File: src/rtl/mcp320x_scan_master.sv
// mcp320x_scan_master: round-robin SPI scan master for the MCP3002/3004/3008/3202/3204/3208.
// Runs one conversion per SAMPLE_PERIOD slot, generates SCK internally, and presents each
// result with its channel tag and a one-cycle data_valid pulse.
// Optional macro MCP320X_DIFF_EN adds a 'diff' input selecting pseudo-differential mode.
module mcp320x_scan_master #(
    parameter int unsigned NUM_CH        = 2,
    parameter int unsigned DATA_W        = 12,
    parameter int unsigned CLK_DIV       = 38,
    parameter int unsigned TCSH          = 64,
    parameter int unsigned SAMPLE_PERIOD = 2500
) (
    input  logic              clk,
    input  logic              rst,
    input  logic              en,
`ifdef MCP320X_DIFF_EN
    input  logic              diff,
`endif
    input  logic              miso,
    output logic              mosi,
    output logic              sck,
    output logic              cs_n,
    output logic [DATA_W-1:0] o_data,
    output logic [2:0]        o_ch,
    output logic              data_valid
);

    localparam int unsigned CMD_BITS = (NUM_CH == 2) ? 4 : 5;
    localparam int unsigned SKIP     = (NUM_CH == 2) ? 1 : 2;
    localparam int unsigned N_BITS   = CMD_BITS + SKIP + DATA_W;
    localparam int unsigned HALVES   = 2 * N_BITS;
    localparam int unsigned CNT_W    = $clog2(SAMPLE_PERIOD);
    localparam int unsigned DIV_W    = $clog2(CLK_DIV + 1);
    localparam int unsigned HALF_W   = $clog2(HALVES + 1);

    localparam bit CFG_OK = ((NUM_CH == 2) || (NUM_CH == 4) || (NUM_CH == 8)) &&
                            ((DATA_W == 10) || (DATA_W == 12)) &&
                            (CLK_DIV >= 1) &&
                            (SAMPLE_PERIOD >= TCSH + 2 * CLK_DIV * N_BITS + 2);

    // Reject illegal parameter sets at elaboration
    if (!CFG_OK) begin : g_cfg_error
        $error("mcp320x_scan_master: illegal NUM_CH/DATA_W/CLK_DIV/TCSH/SAMPLE_PERIOD combination");
    end

    typedef enum logic [1:0] {
        ST_IDLE,
        ST_CS_HIGH,
        ST_SHIFT,
        ST_DONE
    } state_t;

    state_t               r_state;
    logic [CNT_W-1:0]     r_cnt;
    logic [DIV_W-1:0]     r_div;
    logic [HALF_W-1:0]    r_half;
    logic [CMD_BITS-1:0]  r_cmd;
    logic [DATA_W-1:0]    r_shift;
    logic [2:0]           r_ch;

    logic                 w_cnt_wrap;
    logic                 w_frame_start;
    logic                 w_half_tick;
    logic                 w_last_half;
    logic                 w_sgl;
    logic                 w_ch2;
    logic [2:0]           w_ch_next;
    logic [CMD_BITS-1:0]  w_cmd;

`ifdef MCP320X_DIFF_EN
    assign w_sgl = ~diff;
`else
    assign w_sgl = 1'b1;
`endif

    assign w_cnt_wrap    = (r_cnt == CNT_W'(SAMPLE_PERIOD - 1));
    assign w_frame_start = (r_cnt == CNT_W'(TCSH));
    assign w_half_tick   = (r_div == DIV_W'(CLK_DIV - 1));
    assign w_last_half   = (r_half == HALF_W'(HALVES - 1));
    assign w_ch2         = (NUM_CH == 8) ? r_ch[2] : 1'b0;
    assign w_ch_next     = (r_ch == 3'(NUM_CH - 1)) ? 3'd0 : r_ch + 3'd1;

    // Command word for the current channel, START bit first
    always_comb begin
        if (NUM_CH == 2) begin
            w_cmd = CMD_BITS'({1'b1, w_sgl, r_ch[0], 1'b1});
        end else begin
            w_cmd = CMD_BITS'({1'b1, w_sgl, w_ch2, r_ch[1:0]});
        end
    end

    // Slot counter: free-runs over one sample period while enabled, parked at 0 otherwise
    always_ff @(posedge clk or posedge rst) begin
        if (rst) begin
            r_cnt <= '0;
        end else if (!en || w_cnt_wrap) begin
            r_cnt <= '0;
        end else begin
            r_cnt <= r_cnt + CNT_W'(1);
        end
    end

    // Frame sequencer: CS/SCK/MOSI generation, MISO capture and result hand-off
    always_ff @(posedge clk or posedge rst) begin
        if (rst) begin
            r_state    <= ST_IDLE;
            r_div      <= '0;
            r_half     <= '0;
            r_cmd      <= '0;
            r_shift    <= '0;
            r_ch       <= 3'd0;
            cs_n       <= 1'b1;
            sck        <= 1'b0;
            mosi       <= 1'b0;
            o_data     <= '0;
            o_ch       <= 3'd0;
            data_valid <= 1'b0;
        end else begin
            data_valid <= 1'b0;
            if (!en) begin
                // Abort: release the bus, keep channel and last result untouched
                r_state <= ST_IDLE;
                cs_n    <= 1'b1;
                sck     <= 1'b0;
                mosi    <= 1'b0;
            end else begin
                case (r_state)
                    ST_SHIFT: begin
                        if (w_half_tick) begin
                            r_div  <= '0;
                            r_half <= r_half + HALF_W'(1);
                            if (!r_half[0]) begin
                                // Rising SCK: sample mid-bit. Every bit is shifted in; the
                                // command and skip bits fall off the top, leaving DATA_W bits.
                                sck     <= 1'b1;
                                r_shift <= {r_shift[DATA_W-2:0], miso};
                            end else begin
                                sck <= 1'b0;
                                if (w_last_half) begin
                                    cs_n       <= 1'b1;
                                    mosi       <= 1'b0;
                                    o_data     <= r_shift;
                                    o_ch       <= r_ch;
                                    data_valid <= 1'b1;
                                    r_ch       <= w_ch_next;
                                    r_state    <= ST_DONE;
                                end else begin
                                    mosi  <= r_cmd[CMD_BITS-1];
                                    r_cmd <= {r_cmd[CMD_BITS-2:0], 1'b0};
                                end
                            end
                        end else begin
                            r_div <= r_div + DIV_W'(1);
                        end
                    end
                    default: begin
                        if (w_frame_start) begin
                            // CS falls with START on MOSI; SGL/diff is frozen into r_cmd here
                            r_state <= ST_SHIFT;
                            cs_n    <= 1'b0;
                            sck     <= 1'b0;
                            mosi    <= w_cmd[CMD_BITS-1];
                            r_cmd   <= {w_cmd[CMD_BITS-2:0], 1'b0};
                            r_div   <= '0;
                            r_half  <= '0;
                        end else if (r_state == ST_IDLE || w_cnt_wrap) begin
                            r_state <= ST_CS_HIGH;
                        end
                    end
                endcase
            end
        end
    end

endmodule
File: config.mk
export PLATFORM = sky130hd
export DESIGN_NAME = mcp320x_scan_master
export DESIGN_NICKNAME = d
export VERILOG_FILES = /design/src/rtl/mcp320x_scan_master.sv
export SDC_FILE = /design/constraint.sdc
export NUM_CORES = 1
export LEC_CHECK = 0
export ABC_CLOCK_PERIOD_IN_PS = 4400
export BUFFER_PORTS_ARGS = -buffer_cell sky130_fd_sc_hd__buf_2
export CORE_MARGIN = 2
export CORE_UTILIZATION = 35
export CTS_CLUSTER_DIAMETER = 80
export DETAILED_ROUTE_END_ITERATION = 8
export PLACE_DENSITY_LB_ADDON = 0.3
export SLEW_MARGIN = 20
export SYNTH_ARGS = -nofsm -noshare
export SYNTH_HDL_FRONTEND = slang
export SYNTH_SLANG_ARGS = --single-unit
export TNS_END_PERCENT = 10
File: constraint.sdc
create_clock -name clk -period 4.4 [get_ports clk]
set_input_delay 0.88 -clock clk [delete_from_list [all_inputs] [get_ports clk]]
set_output_delay 0.88 -clock clk [all_outputs]
set_load 0.05 [all_outputs]
---- Word-level counts from Yosys, hierarchy flattened ----
Cells that the tools add are included.
word-level totals
  register bits ........................... 64
  input port bits ......................... 4
  output and inout port bits .............. 19
  logic and storage cells ................. 86
operators by class
  add/subtract/negate cells ............... 4
  equality and inequality tests ........... 14
  multiplexer cells ....................... 40
  bitwise operators ....................... 1
  reductions and logical operators ........ 14
operators with widths
  operator                 count
  $mux W6                  5
  $mux W1                  21
  $mux W4                  5
  $mux W2                  7
  $add A12 B1 Y12 const B  1
  $add A6 B1 Y6 const B    2
  $eq A12 B12 Y1 const B   1
  $eq A12 B7 Y1 const B    1
  $eq A6 B6 Y1 const B     2
  $mux W12                 1
  $reduce_and A4 Y1        3
  $reduce_and A5 Y1        2
  $ne A3 B3 Y1 const B     3
  $ne A2 B2 Y1 const B     3
  $reduce_and A3 Y1        2
  $ne A4 B1 Y1 const B     1
  $reduce_and A2 Y1        2
  $add A3 B1 Y3 const B    1
  $eq A3 B1 Y1 const B     1
  $mux W3                  1
  $ne A3 B1 Y1 const B     1
  $eq A2 B2 Y1 const B     1
  $logic_not A2 Y1         1
  $logic_or A1 B1 Y1       2
  3 further kinds          3

---- Depth between registers and ports, before layout ----
Gate-level depths: netlist of run 1.
  depth in word-level cells ............... 6
  depth in mapped cells ................... 8
  gate-level depth less buffers ........... 6

---- Worst setup path after synthesis of run 1 ----
OpenSTA, ideal clock, no wires.
  path kind ............................... input port to flip-flop
  from .................................... in en
  to ...................................... reg o_ch[1]
  setup time .............................. 125 ps
  arrival time ............................ 2,008 ps
  required time ........................... 4,275 ps
  path slack .............................. 2,267 ps
  stages .................................. 6
  path buffers ............................ 2
  cell sequence ........................... nand3b_1 -> nor3_2 -> and2_1 -> buf_4 -> buf_6 -> mux2_2
between the ends
  cells in the longest elaborated chain, start to end .. 1
RTL lines
  item                                line  RTL
  start: declaration                  14    input logic en,
  $reduce_and A5 Y1 (no source line)  n/a
  end signal: assignment              142   o_ch <= r_ch;
  end: declaration                    23    output logic [2:0] o_ch,
Every way passes these cells.
A chain may end at the register's enable or synchronous reset.

---- Worst setup path in the final report of run 1 ----
  from .................................... reg r_half[0]
  to ...................................... reg o_data[0]
between the ends
  cells in the longest elaborated chain, start to end .. 2
RTL lines
  item                                    line  RTL
  start: declaration                      55    logic [HALF_W-1:0] r_half;
  start signal: assignment                130   r_half <= r_half + HALF_W'(1);
  $eq A6 B6 Y1                            78    assign w_last_half = (r_half == HALF_W'(HALVES - 1));
  $reduce_and A5 Y1 (no source line) (*)  n/a
  end signal: assignment                  141   o_data <= r_shift;
  end: declaration                        22    output logic [DATA_W-1:0] o_data,
Mark *: on every way between the ends. The rest lies on a longest branch, timed or not.

==> results by group, run 1 <==
Power and ir drop
  • Maximum VDD drop: 0.163 mV
  • Power per cell area: 355 nW/µm²
  • Leakage: 1.51 nW

Final layout
  • Footprint of the multi-input gates: about 1300 µm²
  • Layout cell share with drive strength beyond 1: 0.276
  • Fin nets: 291
  • Fillers: about 800
  • Finished Layout Cells: between 300 and 400
  • Area grow syn2layout: 14.6%
  • Storage cell area: between 1500 and 2000 µm²
  • Final Core Density: 0.411
  • Ant. Diodes: 0

Run status
  • Status: completed

Floorplan
  • Starting Density: 0.359
  • Die Area: just over 9000 µm²
  • Die height: roughly 96 µm
  • Row Count: 33
  • Core ar.: a little over 8000 µm²
  • Top Ports: 23
  • Die Width: 95.6 µm

Clock tree
  • Post-CTS sizing: 0
  • Clock tree root driver cell: clkbuf_8
  • Clock Pin Slew Worst Setup and Hold Paths: roughly 0.07 ns
  • Setup bufs post-CTS: 0
  • H-tree depth: 3
  • Clk_lat worst skew: between 0.3 and 0.4 ns
  • CTS Hold Bufs: 0
  • CTS Buf Count: 9
  • Clock Path Buffers: 2
  • CTS tree: built
  • Clock sink count: 63

Placement
  • GPL Wtd Cong: 0.853
  • Placed Cells incl. Taps: around 380
  • Pre-CTS WS: between 1.5 and 2 ns
  • IO buf count: 22
  • DP Wirelength: roughly 3800 µm

Detailed routing
  • Antenna-violating nets left: 0
  • Vias/cell: 5.01
  • Post-DR wirelength/cell: about 14 µm
  • Vias: 1959
  • Initial DRC count: 94
  • DR pass1 iterations: 4
  • Drt drc: 0
  • Wirelength, routed: 5490 µm

Synthesis
  • Number of synthesized flops with an enable pin: 0
  • Ys Warns: 0
  • Yosys cell types: 44
  • Post-synth top area share: 0.529
  • Yosys top cell by area: dfrtp_1
  • Post-Syn Area: between 2000 and 3000 µm²
  • Most common cell in the netlist: dfrtp_1
  • Synth top cells by count: dfrtp_1, mux2_2, nor2_1
  • Post-synthesis sequential area ratio: 0.538
  • Syn_area_per_cell: 11.5 µm²
  • Syn Inst Count: ~260
  • Async S/R FF share, synth: 1.00
  • Flop and latch count out of synthesis: 63
  • Top FF cell, synth: dfrtp_1
  • Largest cells by area after synthesis: dfrtp_1, mux2_2, xnor2_1
  • Syn Nets: 265

Run
  • Max-cap viol count: 0

Timing
  • Fin. max-slew vios: 0
  • Worst hold slack: 0.477 ns
  • Setup tns final: 0 ns
  • Max Freq: between 300 and 400 MHz
  • Worst Max-Slew Pin Slew: a little under 1 ns
  • Final hold violation count: 0
  • Final setup margin: roughly 1.8 ns
  • Fin crit share: 0.589
  • Worst slew margin: 0.344
  • Unrepaired setup endpoints after global routing: no
  • Final Skew: 0.0107 ns
  • Final min period: approximately 2.6 ns
  • # setup viols final: 0

Hold path
  • Critical hold path startpoint: r_cmd[1]
  • Worst hold-check path type: flop to flop

Setup path
  • Critical Path RT: about 4.6 ns
  • Kind of critical path: flop to flop
  • Slowest CP cell: and2_1
  • FF-to-FF Start: r_half[0]
  • Critical Path, Cell by Cell: ha_1 -> nand3b_1 -> nor4b_2 -> and2_1 -> mux2_2
  • WP data arrival: around 2.8 ns
  • Crit path max fanout: 17
  • CP max stage delay: about 0.70 ns
  • Startpoint class of the critical path: flop
  • Setup crit end kind: flop
  • Critical path startpoint: r_half[0]

Global routing
  • Antenna violations before repair: 0
  • First-pass GRT wire length: slightly above 9000 µm
  • Number of global-route vias before repair: between 1500 and 2000
  • GR Overflow Total: 0
  • Largest net degree at the start of global routing: 50
  • GRT Overall Usage: 0.133
[logic make-up after synthesis]
| kind of cell | after synthesis | synth area share |
|---|---|---|
| fa+ha+maj | 6 | 0.0256 |
| flops | 63 | 0.538 |
| buf+inv | 23 | 0.0345 |
| xor+xnor | 14 | 0.0418 |
| compound gates | 34 | 0.0806 |
| mux | 29 | 0.110 |
| simple gates | 86 | 0.169 |
[report_power, final]
group	internal, W	switching, W	total [W]
logic	0.0000130	0.0000279	0.0000408
registers	0.000587	0.0000112	0.000598
clock network	0.000319	0.000234	0.000553
total	0.000920	0.000273	0.00119
[area by class of cell]
class	count	share of cell area
Sequential cell	63	0.469
Multi-Input combinational cell	169	0.373
Tap cell	105	0.0391
Timing Repair Buffer	24	0.0372
Clock buffer	9	0.0368
Clock inverter	7	0.0286
Inverter	14	0.0160
[final timing paths]
check / end / slack, ns / depth (start not counted)
max reg2reg: o_data[0] / 1.81 / 5
min: r_cmd[1] / 0.48 / 1
max in group asynchronous: mosi / 2.99 / 3
min reg2reg: r_cmd[1] / 0.48 / 1
max: o_data[0] / 1.81 / 5
min in group asynchronous: r_shift[0] / 0.69 / 2
[registers in the layout, summed over array words and instances (netlist names), 2 cells and up]
name / flops
r_cmd: 3
r_half: 6
r_state: 2
r_ch: 3
r_cnt: 12
o_ch: 3
r_div: 6
o_data: 12
r_shift: 12
[worst max-delay path, delay by kind of cell (launching register included)]
kind / cells / cell delay, ns
fa+ha+maj: 1 / 0.21
flops: 1 / 0.54
mux: 1 / 0.41
simple gates: 3 / 1.30
[layout by cell type (no fill, tap or decap), drive strengths merged, types with 9 or more instances in the layout]
master / n
a21oi: 9
nand3: 12
nor2: 23
nand2: 12
dfrtp: 62
inv: 14
xnor2: 11
mux2: 27
buf: 24
clkbuf: 9
nor4: 9
[metal layers]
layer,up-vias,global-route usage,share of wire
met1,961,0.181,0.49
met5,-,0,0
li1,963,-,-
met2,27,0.199,0.46
met4,0,0.0524,0.013
met3,8,0.0395,0.034
[per-stage QoR]
step,area [µm²],power [W]
after detailed placement,3140,0.000652
after global routing,3360,0.00125
after global placement,3140,0.000650
after CTS,3360,0.00121
final,3360,0.00119
after floorplan,2930,0.000637
Power figures use the tool's default switching activity.
==> run 2, diff against run 1 <==
--- a/config.mk
+++ b/config.mk
@@ -5,7 +5,8 @@
 export SDC_FILE = /design/constraint.sdc
 export NUM_CORES = 1
 export LEC_CHECK = 0
-export ABC_CLOCK_PERIOD_IN_PS = 4400
+export ABC_AREA = 1
+export ABC_CLOCK_PERIOD_IN_PS = 2600
 export BUFFER_PORTS_ARGS = -buffer_cell sky130_fd_sc_hd__buf_2
 export CORE_MARGIN = 2
 export CORE_UTILIZATION = 35
==> constraint.sdc (replaced) <==
create_clock -name clk -period 2.6 [get_ports clk]
set_input_delay 0.52 -clock clk [delete_from_list [all_inputs] [get_ports clk]]
set_output_delay 0.52 -clock clk [all_outputs]
set_load 0.05 [all_outputs]
==> run 2 against run 1 <==
  * Worst hold slack worse by 0.35 ns
  * Synthesized cell count is 46% higher
  * Combinational power is 140% higher
  * Power is 74% higher
  * First-iteration DRC count is 19% higher
  * Critical path type unchanged
  * Critical endpoint is now r_cmd[2]
  * Largest power group unchanged
  * Highest routed layer unchanged
==> results by group, run 2 <==
Timing
  • Unrepaired setup endpoints after global routing: no
  • Final setup margin: 0.889 ns (-0.922 ns)
  • Fin. max-slew vios: 0 (unchanged)
  • Worst slew margin: 0.713 (+0.370)
  • Final Skew: 0.00989 ns (-0.000844 ns)
  • Fin crit share: 0.658 (+0.0697)
  • Final hold violation count: 0 (unchanged)
  • Worst Max-Slew Pin Slew: 0.429 ns (-0.550 ns)
  • # setup viols final: 0 (unchanged)
  • Final min period: 1.71 ns (-0.878 ns)
  • Setup tns final: 0 ns (unchanged)
  • Max Freq: 584 MHz (+51%)

Placement
  • DP Wirelength: 4090 µm (+7.2%)
  • GPL Wtd Cong: 0.747 (-12%)
  • IO buf count: 22 (unchanged)
  • Pre-CTS WS: 0.884 ns (-0.699 ns)

Final layout
  • Area grow syn2layout: 12.2%
  • Leading cell type in the layout, fill and taps excluded: nand2_1
  • Most frequent cells in the layout: nand2_1, dfrtp_1, inv_1
  • Fin nets: 407 (+40%)
  • Fillers: 903 (+12%)
  • Layout cell share with drive strength beyond 1: 0.194 (-0.0822)
  • Ant. Diodes: 0 (unchanged)
  • Final Core Density: 0.409 (-0.00218)
  • Biggest regs: o_data: 12 flops, r_cnt: 12 flops, r_shift: 12 flops

Synthesis
  • Post-Syn Area: 3210 µm² (+9.5%)
  • Ys Warns: 0 (unchanged)
  • Post-synthesis sequential area ratio: 0.491 (-0.0465)
  • Syn Inst Count: 372 (+46%)
  • Async S/R FF share, synth: 1.00 (unchanged)
  • Flop and latch count out of synthesis: 63 (unchanged)
  • Syn_area_per_cell: 8.63 µm² (-25%)
  • Number of synthesized flops with an enable pin: 0 (unchanged)
  • Yosys top cell by area: dfrtp_1
  • Yosys cell types: 35 (-20%)
  • Largest cells by area after synthesis: dfrtp_1, nand2_1, inv_1
  • Post-synth top area share: 0.483 (-0.0457)
  • Synth top cells by count: nand2_1, dfrtp_1, inv_1
  • Most common cell in the netlist: nand2_1
  • Syn Nets: 382 (+44%)
  • Top FF cell, synth: dfrtp_1

Detailed routing
  • Antenna-violating nets left: 0 (unchanged)
  • Vias: 2376 (+21%)
  • Drt drc: 0 (unchanged)
  • Post-DR wirelength/cell: 11.6 µm (-17%)
  • Vias/cell: 4.66 (-7.0%)
  • DR pass1 iterations: 4 (unchanged)
  • Initial DRC count: 112 (+19%)
  • Wirelength, routed: 5940 µm (+8.1%)

Clock tree
  • Setup bufs post-CTS: 0 (unchanged)
  • Clock tree root driver cell: clkbuf_8
  • Post-CTS sizing: 0 (unchanged)
  • CTS Hold Bufs: 0 (unchanged)
  • CTS Buf Count: 9 (unchanged)
  • H-tree depth: 3 (unchanged)
  • Clock Pin Slew Worst Setup and Hold Paths: 0.08 ns (about the same)
  • Clock sink count: 63 (unchanged)
  • Clock Path Buffers: 2 (unchanged)
  • Clk_lat worst skew: 0.34 ns (about the same)
  • CTS tree: built

Global routing
  • GR Overflow Total: 0 (unchanged)
  • GRT Max-Usage Layer: met2
  • Largest net degree at the start of global routing: 51 (+2.0%)
  • GRT Overall Usage: 0.134 (+0.00111)
  • Antenna violations before repair: 0 (unchanged)
  • Met2 Track Usage GR: 0.222 (+0.0226)
  • First-pass GRT wire length: 10600 µm (+15%)
  • Number of global-route vias before repair: 2343 (+23%)
  • Met3 usage: 0.0320 (-0.00749)
  • Met1 GRT Util: 0.169 (-0.0122)

Setup path
  • FF-to-FF Start: r_cnt[0]
  • CP max stage delay: 0.41 ns (-0.29 ns)
  • Critical Path RT: 2.83 ns (-1.79 ns)
  • Reg-to-reg critical path endpoint: r_cmd[2]
  • Critical path's top delay family: simple AND/OR/NAND/NOR gates
  • R2R setup slack: 0.89 ns (-0.92 ns)
  • Startpoint class of the critical path: flop
  • FF-to-FF path depth: 9 (+4)
  • Critical Path, Cell by Cell: inv_1 -> ha_1 -> nand3_1 -> nor2_1 -> nand3_4 -> nand2_2 -> nand3_1 -> nand2_1 -> nand2_1
  • Critical path startpoint: r_cnt[0]
  • Setup crit end kind: flop
  • WP data arrival: 1.94 ns (-0.87 ns)
  • Worst Path Buf+Inv: 1 (+1)
  • Kind of critical path: flop to flop
  • Crit path max fanout: 11 (-6)
  • Slowest CP cell: dfrtp_1

Power and ir drop
  • Combinational share of power: 0.047 (+0.013)
  • Maximum VDD drop: 0.270 mV (+66%)
  • Switching Power: 0.000497 W (+82%)
  • Flop pwr share: 0.487 (-0.015)
  • Leakage: 1.78 nW (+18%)
  • Internal power: 0.00158 W (+71%)
  • Power per cell area: 575 nW/µm² (+62%)
  • Net Sw Frac: 0.240 (+0.0111)
  • Clock power frac: 0.467 (+0.003)

Floorplan
  • Row Count: 34 (+3.0%)
  • Core ar.: 8810 µm² (+7.7%)
  • Starting Density: 0.365 (+0.00584)
  • Die Width: 99.8 µm (+4.4%)
  • Top Ports: 23 (unchanged)
  • Die height: 99.8 µm (+4.4%)
  • Die Area: 9960 µm² (+9.1%)

Run
  • Max-cap viol count: 0 (unchanged)

Run status
  • Status: completed

Hold path
  • Worst hold-check path type: primary input to asynchronous set/reset pin
==> run 2: cell types whose count changed in the layout (fill, tap and decap cells not counted), sizes merged, moves of 11 or more <==
cell / delta
xnor2: -11
o21ai: +30
inv: +39
nand2: +85
nor2: +19
nand3: +17
mux2: -27
==> run 2: logic make-up (layout without fill, tap and decap cells) <==
logic type / count (synthesis) / after routing / share of synthesized area
adder cells (fa/ha/maj): 6 / 6 / 0.0234
XOR/XNOR: 9 / 9 / 0.0245
buffers and inverters: 59 / 89 / 0.0904
flip-flops: 63 / 63 / 0.491
AND/OR/NAND/NOR: 189 / 189 / 0.286
AO/OA/AOI/OAI: 46 / 46 / 0.0849
==> run 2: worst max-delay path by stage <==
| stage | end | slack [ns] | depth (start not counted) |
|---|---|---|---|
| 3_5_place_dp | r_cmd[2] | 0.88 | 9 |
| 3_3_place_gp | r_shift[0] | 0.92 | 6 |
| 4_1_cts | r_div[2] | 0.87 | 9 |
| 6_report | r_cmd[2] | 0.89 | 9 |
| 2_1_floorplan | data_valid | 0.51 | 1 |
| 5_1_grt | r_state[1] | 0.71 | 8 |
==> run 2: layer usage <==
| layer | up-vias | part of all wire |
|---|---|---|
| met4 | 0 | 0.018 |
| met1 | 1109 | 0.47 |
| met3 | 8 | 0.028 |
| met5 | - | 0 |
| met2 | 32 | 0.49 |
| li1 | 1227 | - |
==> run 2: area by class of cell <==
cell class | count | area (µm²) | share of cell area
Clock buffer | 9 | 124 | 0.0344
Tap cell | 108 | 135 | 0.0375
Sequential cell | 63 | 1580 | 0.438
Multi-Input combinational cell | 250 | 1340 | 0.373
Timing Repair Buffer | 23 | 130 | 0.0361
Inverter | 50 | 190 | 0.0528
Clock inverter | 7 | 103 | 0.0285
==> run 2: per-stage QoR <==
stage / hold WS [ns] / cell area (µm²) / cells / power, W
finish: 0.128 / 3600 / 510 / 0.00207
global route: 0.135 / 3600 / 510 / 0.00217
CTS: 0.117 / 3600 / 510 / 0.00212
detailed placement: 0.455 / 3380 / 494 / 0.00113
global placement: 0.453 / 3380 / 494 / 0.00113
floorplan: 0.434 / 3210 / 372 / 0.00110
==> run 2: power by group through the flow <==
stage	registers, W	logic, W	clock network [W]
finish	0.00101	0.0000966	0.000968
global route	0.00101	0.000110	0.00105
CTS	0.00101	0.000100	0.00101
detailed placement	0.00103	0.0000996	0
global placement	0.00103	0.0000983	0
floorplan	0.00104	0.0000635	0
==> run 3, diff against run 2 <==
--- a/config.mk
+++ b/config.mk
@@ -6,7 +6,7 @@
 export NUM_CORES = 1
 export LEC_CHECK = 0
 export ABC_AREA = 1
-export ABC_CLOCK_PERIOD_IN_PS = 2600
+export ABC_CLOCK_PERIOD_IN_PS = 1500
 export BUFFER_PORTS_ARGS = -buffer_cell sky130_fd_sc_hd__buf_2
 export CORE_MARGIN = 2
 export CORE_UTILIZATION = 35
==> constraint.sdc (replaced) <==
create_clock -name clk -period 1.5 [get_ports clk]
set_input_delay 0.3 -clock clk [delete_from_list [all_inputs] [get_ports clk]]
set_output_delay 0.3 -clock clk [all_outputs]
set_load 0.05 [all_outputs]
==> run 3 against run 2 <==
  * Sequential share of layout area is 5.5 points lower
  * Power is 67% higher
  * First-iteration DRC count is 19% lower
  * Global-route usage is 1.3 points higher
  * Clock skew is 0.0061 ns higher
  * Count of clock-buffer cells in the layout stayed put
==> results by group, run 3 (synthesis gave the netlist of run 2 again) <==
Run status
  • Status: completed

Timing
  • Final setup margin: 0.00830 ns (-0.880 ns)
  • Fin. max-slew vios: 0 (unchanged)
  • Final hold violation count: 0 (unchanged)
  • Unrepaired setup endpoints after global routing: yes
  • Max Freq: 670 MHz (+15%)
  • Final min period: 1.49 ns (-0.220 ns)
  • # setup viols final: 0 (unchanged)
  • Final Skew: 0.0160 ns (+0.00613 ns)
  • Setup tns final: 0 ns (unchanged)
  • Worst Max-Slew Pin Slew: 0.419 ns (-0.00984 ns)
  • Worst slew margin: 0.720 (+0.00666)
  • Fin crit share: 0.994 (+0.336)

Floorplan
  • Starting Density: 0.365 (unchanged)
  • Die Area: 9960 µm² (unchanged)
  • Die Width: 99.8 µm (unchanged)
  • Row Count: 34 (unchanged)
  • Die height: 99.8 µm (unchanged)
  • Top Ports: 23 (unchanged)
  • Core ar.: 8810 µm² (unchanged)

Hold path
  • Worst hold-check path type: primary input to flop

Power and ir drop
  • Total power: 0.00347 W (+67%)
  • Switching Power: 0.000868 W (+74%)
  • Leakage: 2.02 nW (+14%)
  • Clock power frac: 0.422 (-0.045)
  • Power per cell area: 843 nW/µm² (+46%)
  • Flop pwr share: 0.503 (+0.016)
  • Combinational share of power: 0.074 (+0.027)
  • Internal power: 0.00260 W (+65%)
  • Maximum VDD drop: 0.682 mV (+150%)
  • Net Sw Frac: 0.250 (+0.0100)

Run
  • Max-cap viol count: 0 (unchanged)

Detailed routing
  • Vias/cell: 4.65 (-0.25%)
  • Post-DR wirelength/cell: 12.3 µm (+6.0%)
  • Antenna-violating nets left: 0 (unchanged)
  • DR pass1 iterations: 4 (unchanged)
  • Initial DRC count: 91 (-19%)
  • Vias: 2556 (+7.6%)
  • Wirelength, routed: 6790 µm (+14%)
  • Drt drc: 0 (unchanged)

Setup path
  • R2R setup slack: 0.008 ns (-0.88 ns)
  • Critical path startpoint: r_div[1]
  • CP endpoint: r_ch[0]
  • Setup crit end kind: flop
  • CP max stage delay: 0.39 ns (-0.02 ns)
  • Worst Path Buf+Inv: 3 (+2)
  • Kind of critical path: flop to flop
  • Startpoint class of the critical path: flop
  • Most numerous cell on the critical path: nand3_4
  • Critical Path, Cell by Cell: inv_2 -> ha_4 -> nand3_4 -> nor2_8 -> nand3_4 -> buf_12 -> xor2_1 -> inv_1
  • Crit path max fanout: 8 (-3)
  • WP depth: 8 (-1)
  • Reg-to-reg critical path endpoint: r_ch[0]
  • Slowest CP cell: dfrtp_1
  • WP data arrival: 1.72 ns (-0.22 ns)
  • FF-to-FF Start: r_div[1]
  • Critical Path RT: 1.73 ns (-1.10 ns)
  • FF-to-FF path depth: 8 (-1)
  • Critical path's top delay family: simple AND/OR/NAND/NOR gates

Global routing
  • GRT Overall Usage: 0.148 (+0.0134)
  • GR Overflow Total: 0 (unchanged)
  • Number of global-route vias before repair: 2509 (+7.1%)
  • Antenna violations before repair: 0 (unchanged)
  • Largest net degree at the start of global routing: 31 (-39%)
  • First-pass GRT wire length: 11600 µm (+9.4%)

Final layout
  • Layout cell share with drive strength beyond 1: 0.324 (+0.129)
  • Footprint of the multi-input gates: 1480 µm² (+10%)
  • Fillers: 834 (-7.6%)
  • Leading cell type in the layout, fill and taps excluded: nand2_1
  • Finished Layout Cells: 550 (+7.8%)
  • Area grow syn2layout: 28.2%
  • Fin area: 4120 µm² (+14%)
  • Biggest regs: o_data: 12 flops, r_cnt: 12 flops, r_shift: 12 flops
  • Storage cell area: 1580 µm² (unchanged)
  • Most frequent cells in the layout: nand2_1, dfrtp_1, inv_1
  • Fin nets: 447 (+9.8%)
  • Ant. Diodes: 0 (unchanged)

Clock tree
  • Clock Path Buffers: 2 (unchanged)
  • CTS tree: built
  • Clock tree root driver cell: clkbuf_8
  • Clk_lat worst skew: 0.35 ns (about the same)
  • H-tree depth: 3 (unchanged)
  • CTS Buf Count: 9 (unchanged)
  • Clock sink count: 63 (unchanged)
  • Clock Pin Slew Worst Setup and Hold Paths: 0.07 ns (about the same)

Placement
  • Placed Cells incl. Taps: 527 (+6.7%)
  • IO buf count: 22 (unchanged)
  • Placed Area: 3690 µm² (+9.3%)
  • GPL Wtd Cong: 0.787 (+5.4%)
  • Pre-CTS WS: -0.0495 ns (-0.934 ns)
  • DP Wirelength: 4730 µm (+16%)
==> run 3: layer usage <==
metal	GRT usage	share of wire	routed length [µm]	up-vias
met5	0	0	0	-
met4	0.0474	0.012	84	0
met3	0.0411	0.021	143	8
met2	0.240	0.49	3310	21
li1	-	-	-	1310
met1	0.192	0.48	3250	1217
==> run 3: final cells by class <==
cell class,instances,share of cell area
Inverter,50,0.0477
Sequential cell,63,0.383
Timing Repair Buffer,63,0.130
Tap cell,108,0.0328
Clock inverter,7,0.0176
Multi-Input combinational cell,250,0.359
Clock buffer,9,0.0301
==> run 3: power groups by stage <==
stage / clock network (W) / logic, W / registers [W]
floorplan: 0 / 0.000111 / 0.00180
global placement: 0 / 0.000225 / 0.00178
detailed placement: 0 / 0.000228 / 0.00178
CTS: 0.00150 / 0.000243 / 0.00175
global route: 0.00160 / 0.000291 / 0.00175
finish: 0.00147 / 0.000257 / 0.00175
==> run 3: worst min-delay path by stage <==
stage          startpoint          to  slack, ns  depth (start not counted)
2_1_floorplan         rst  data_valid       0.42                          1
3_3_place_gp          rst     o_ch[2]       0.33                          2
3_5_place_dp          rst  data_valid       0.32                          2
4_1_cts              miso  r_shift[0]       0.21                          3
5_1_grt              miso  r_shift[0]       0.21                          3
6_report             miso  r_shift[0]       0.21                          3
==> run 3: repair_timing <==
action | 4_1_cts | 5_1_grt
pin swaps | 3 | 10
setup endpoints to repair | 25 | 59
setup buffers | 1 | 2
gates cloned | 0 | 3
endpoints found under the hold margin | 11 | 0
hold buffers | 1 | 0
gates resized for setup | 7 | 39
==> run 3: tightest hold or removal path, cell delays in order <==
cell,delay [ns]
buf_2,0.08
nor2_2,0.03
a21oi_2,0.09
==> run 3: per-stage QoR <==
stage | hold slack (ns) | util
global route | 0.213 | 0.468
CTS | 0.207 | 0.447
floorplan | 0.425 | -
global placement | 0.332 | 0.419
finish | 0.212 | 0.468
detailed placement | 0.325 | 0.419
